<file path="src/rtl/tff_bank_counter.sv">
// WIDTH-bit register bank: per-bit toggle, modulo-N up/down counter with
// parallel load, complementary outputs, terminal-count and wrap flags.
module tff_bank_counter #(
  parameter int WIDTH    = 8,
  parameter int MODULUS  = 2 ** WIDTH,
  parameter bit SATURATE = 1'b0
) (
  input  logic             clk,
  input  logic             rst,
  input  logic             en,
  input  logic [1:0]       mode,
  input  logic [WIDTH-1:0] t,
  input  logic [WIDTH-1:0] d,
  output logic [WIDTH-1:0] q,
  output logic [WIDTH-1:0] qb,
  output logic             tc,
  output logic             wrap
);

  typedef enum logic [1:0] {
    MODE_TOGGLE = 2'b00,
    MODE_UP     = 2'b01,
    MODE_DOWN   = 2'b10,
    MODE_LOAD   = 2'b11
  } mode_e;

  // One extra bit so MODULUS = 2**WIDTH compares exactly.
  localparam logic [WIDTH:0]   MOD_EXT = (WIDTH+1)'(MODULUS);
  localparam logic [WIDTH:0]   END_EXT = (WIDTH+1)'(MODULUS - 1);
  localparam logic [WIDTH-1:0] END_VAL = WIDTH'(MODULUS - 1);

  logic [WIDTH:0]   q_ext;
  logic             at_end;
  logic             at_zero;
  logic             out_of_range;
  logic [WIDTH-1:0] q_nxt;
  logic             wrap_nxt;

  assign q_ext        = {1'b0, q};
  assign at_end       = (q_ext >= END_EXT);
  assign at_zero      = (q == '0);
  assign out_of_range = (q_ext >= MOD_EXT);

  always_comb begin
    q_nxt    = q;
    wrap_nxt = 1'b0;
    if (en) begin
      case (mode)
        MODE_TOGGLE: q_nxt = q ^ t;
        MODE_UP: begin
          if (!at_end) begin
            q_nxt = q + WIDTH'(1);
          end else if (SATURATE) begin
            q_nxt = END_VAL;
          end else begin
            q_nxt    = '0;
            wrap_nxt = 1'b1;
          end
        end
        MODE_DOWN: begin
          if (at_zero) begin
            if (!SATURATE) begin
              q_nxt    = END_VAL;
              wrap_nxt = 1'b1;
            end
          end else if (out_of_range) begin
            q_nxt = END_VAL;
          end else begin
            q_nxt = q - WIDTH'(1);
          end
        end
        MODE_LOAD: q_nxt = d;
        default:   q_nxt = q;
      endcase
    end
  end

  always_ff @(posedge clk) begin
    if (rst) begin
      q    <= '0;
      wrap <= 1'b0;
    end else begin
      q    <= q_nxt;
      wrap <= wrap_nxt;
    end
  end

  assign qb = ~q;
  // Terminal count looks at mode and q only, so it is valid while en is low.
  assign tc = ((mode == MODE_UP) && at_end) || ((mode == MODE_DOWN) && at_zero);

endmodule

</file>
<file path="config.mk">
export PLATFORM = sky130hd
export DESIGN_NAME = tff_bank_counter
export DESIGN_NICKNAME = d
export VERILOG_FILES = /design/src/rtl/tff_bank_counter.sv
export SDC_FILE = /design/constraint.sdc
export NUM_CORES = 1
export LEC_CHECK = 0
export ABC_AREA = 1
export CAP_MARGIN = 20
export CORE_MARGIN = 3
export CORE_UTILIZATION = 40
export CTS_CLUSTER_DIAMETER = 60
export CTS_CLUSTER_SIZE = 30
export DETAILED_ROUTE_END_ITERATION = 10
export PLACE_DENSITY = 0.82
export SYNTH_ARGS = -nofsm -noshare
export SYNTH_HDL_FRONTEND = slang
export SYNTH_SLANG_ARGS = --single-unit
</file>
<file path="constraint.sdc">
create_clock -name clk -period 1.72 [get_ports clk]
set_clock_uncertainty 0.05 [all_clocks]
set_input_delay 0.344 -clock clk [delete_from_list [all_inputs] [get_ports clk]]
set_output_delay 0.344 -clock clk [all_outputs]
set_load 0.01 [all_outputs]
</file>
==> reports/metrics.yaml <==
outcome:
  outcome: "finished with violations"
  violations: "negative setup slack"
synthesis:
  synthAdderAreaFrac_pct: 7.53
  synthXorXnorAreaFrac_pct: 6.78
  syn_avg_cell_area_um2: 6.64
  synth_cells: 175
  syn_nets: 203
  ys_warn_count: 0
  synth-simple-area-share_pct: 35.5
  synth_top_family_by_area: "simple AND/OR/NAND/NOR gates"
  ys_ff_latch: 9
  ys_types: 35
  synth_compound_area_share_pct: 19.1
  syn_area_mm2: 0.00116
  synth.area.mux_share_pct: 0
  synth-seq-area-share_pct: 15.5
cells_and_area:
  finalNonFillerCells: 277
  antenna_cells: 0
  fin_util_pct: 74.9
  layout_commonest_cell: "buf_4"
  final_cell_mix: "buf_4 (38), nand2_1 (35), clkdlybuf4s50_1 (20)"
  finalNetCount: 276
  fin_area_mm2: 0.00196
  drive_gt1_share_pct: 35.6
  n_fill_cell: 214
  syn2layout_area_growth_pct: 68.4
sta:
  relSlewSlack_pct: 77.3
  finalHoldViolCount: 0
  timing.final.crit_share_pct: 107
  whs_ps: 603
  rsz0062_at_grt: "yes"
  fin_setup_tns_ps: -115
  setup_violations: 1
  max_clock_freq_mhz: 545
  tightest_slew_ps: 340
  fin_crit_ps: 1830
  maxSlewViolCount: 0
  fin_ws_ps: -115
placement:
  gp_congestion: 0.915
  dpl.cell_count: 269
  dp_hpwl_mm: 3.12
  io_buffer_count: 38
  post_dp_cell_area_mm2: 0.00179
  pre_cts_ws_ps: -602
detailed_routing:
  dr.pass1.iters: 4
  drt-vias-per-instance: 5.35
  wl_per_cell_um: 14.9
  routed_wl_mm: 4.13
  ant_nets: 0
  vias: 1483
  remaining_drc_errors: 0
  drtIter0Drc: 129
floorplanning:
  fp.dieW_um: 59.9
  core_area_mm2: 0.00261
  rows: 18
  die-area_mm2: 0.00359
  die-height_um: 59.9
  ioPinCount: 39
  initial_core_util_pct: 44.5
power_and_ir_drop:
  p_per_area_mw_per_mm2: 498
  power_mw: 0.975
  power_leakage_nw: 0.991
  irDropWorstVdd_v: 0.000592
clock_tree:
  numCtsBuffers: 3
  clkLatencyLatePin_ps: 270
  cts_tree: "done"
  cts_num_sinks: 9
  cts_buffer_depth: 2
  htreeDepth: 1
  clock-root-buffer: "clkbuf_4"
  clk_pin_slew_ps: 70
worst_setup_path:
  slowest_stage: "dfxtp_2"
  reg2reg_depth: 13
  cp_max_fo: 2
  end_kind: "primary output"
  max_stage_delay_ps: 340
  timing.rr.end: "q[3]"
  path_class: "reg2out"
  r2r_slack_ps: 0
  cp_data_arrival_time_ps: 1440
  crit_path_start_kind: "flip-flop"
  crit_chain: "buf_4 > inv_4 > ha_4 > inv_2 > nor2_4 > nand3_4 > o31ai_4 > buf_2"
  crit_required_ps: 1330
  r2r-start: "q[0]"
min_path:
  min_path_cells: 3
  holdCritStartpoint: "q[4]"
  hp-class: "reg2reg"
  whs_endpoint: "q[4]"
grt:
  antenna_found_initial: 0
  grt_max_degree: 11
  overflow: 0
  grt_pass1_vias: 1412
  grt_pass1_wl_mm: 6.71
  grt_util_all_layers_pct: 24.8
flow_run:
  drv_cap: 0
## layout make-up
cell class	count	area, um^2	area share, %
multi-input combinational	131	900	46.0
timing repair buffer	78	682	34.8
sequential	9	199	10.2
inverter	25	113	5.75
tap	30	37.5	1.92
clock buffer	4	26.3	1.34
## state kept, by name, indices dropped and copies added, names as in the netlist
register	cells
q	8
wrap	1
## synthesized netlist by cell type
cell	instances	area share [%]
a21oi_1	8	3.4
a21oi_2	4	3.0
and3_1	1	0.54
buf_1	1	0.32
buf_2	1	0.43
buf_4	1	0.65
buf_6	4	3.9
clkbuf_1	2	0.65
clkbuf_2	1	0.43
clkinv_2	1	0.43
dfxtp_1	9	16
ha_1	7	7.5
inv_1	18	5.8
inv_12	1	1.4
inv_2	5	1.6
nand2_1	37	12
nand2_2	3	1.6
nand2_4	1	0.97
nand3_1	16	6.9
nand3_2	1	0.86
nand3_4	1	1.5
nand4_1	3	1.6
nand4_2	1	1.1
nor2_1	11	3.6
nor2_2	1	0.54
nor2_4	1	0.97
nor2_8	2	3.4
o2111ai_1	1	0.75
o211ai_1	2	1.3
o21ai_0	14	6.0
o21ai_1	2	0.86
o21bai_1	4	2.6
o31ai_2	1	1.1
xnor2_1	2	1.5
xor2_1	7	5.3
## critical path, delay by kind of cell (launching register included)
family | cells | cell delay [ps]
AND/OR/NAND/NOR | 2 | 220
buffers and inverters | 4 | 430
flip-flops | 1 | 340
adder cells (fa/ha/maj) | 1 | 130
AO/OA/AOI/OAI | 1 | 70
## logic make-up after synthesis
logic type,count (synthesis)
AOI/OAI and AO/OA,36
xor gates and xnor gates,9
adders and majority gates,7
and+or+nand+nor,79
buffers and inverters,35
DFF,9
## how the worst max path moves through the flow
stage / from / endpoint / slack, ps / cells past startpoint
finish: q[0] / tc / -110 / 8
global route: q[0] / tc / -190 / 8
CTS: q[1] / tc / -170 / 6
detailed placement: mode[1] / tc / -600 / 6
global placement: mode[1] / tc / -570 / 6
floorplan: q[1] / tc / 60 / 5
## per-layer routing
layer | track usage [%] | wire length [um]
met5 | 0 | 0
met4 | 6.01 | 103
met3 | 4.97 | 356
met2 | 44.0 | 2100
met1 | 30.4 | 1570
## report_power, final
| part | leakage [nW] | switching, mW | internal [mW] |
|---|---|---|---|
| Sequential | 0.0778 | 0.0233 | 0.225 |
| Combinational | 0.898 | 0.285 | 0.270 |
| Clock | 0.0150 | 0.0806 | 0.0897 |
| Total | 0.991 | 0.389 | 0.585 |
## what timing repair did
| action | 4_1_cts | 5_1_grt |
|---|---|---|
| hold endpoints to repair | 0 | 0 |
| pin swaps | 3 | 14 |
| gates resized for setup | 35 | 26 |
| setup endpoints to repair | 20 | 11 |
| setup buffers | 1 | 3 |
| hold buffers | 0 | 0 |
Note: power is estimated with default switching activity, not from simulation.
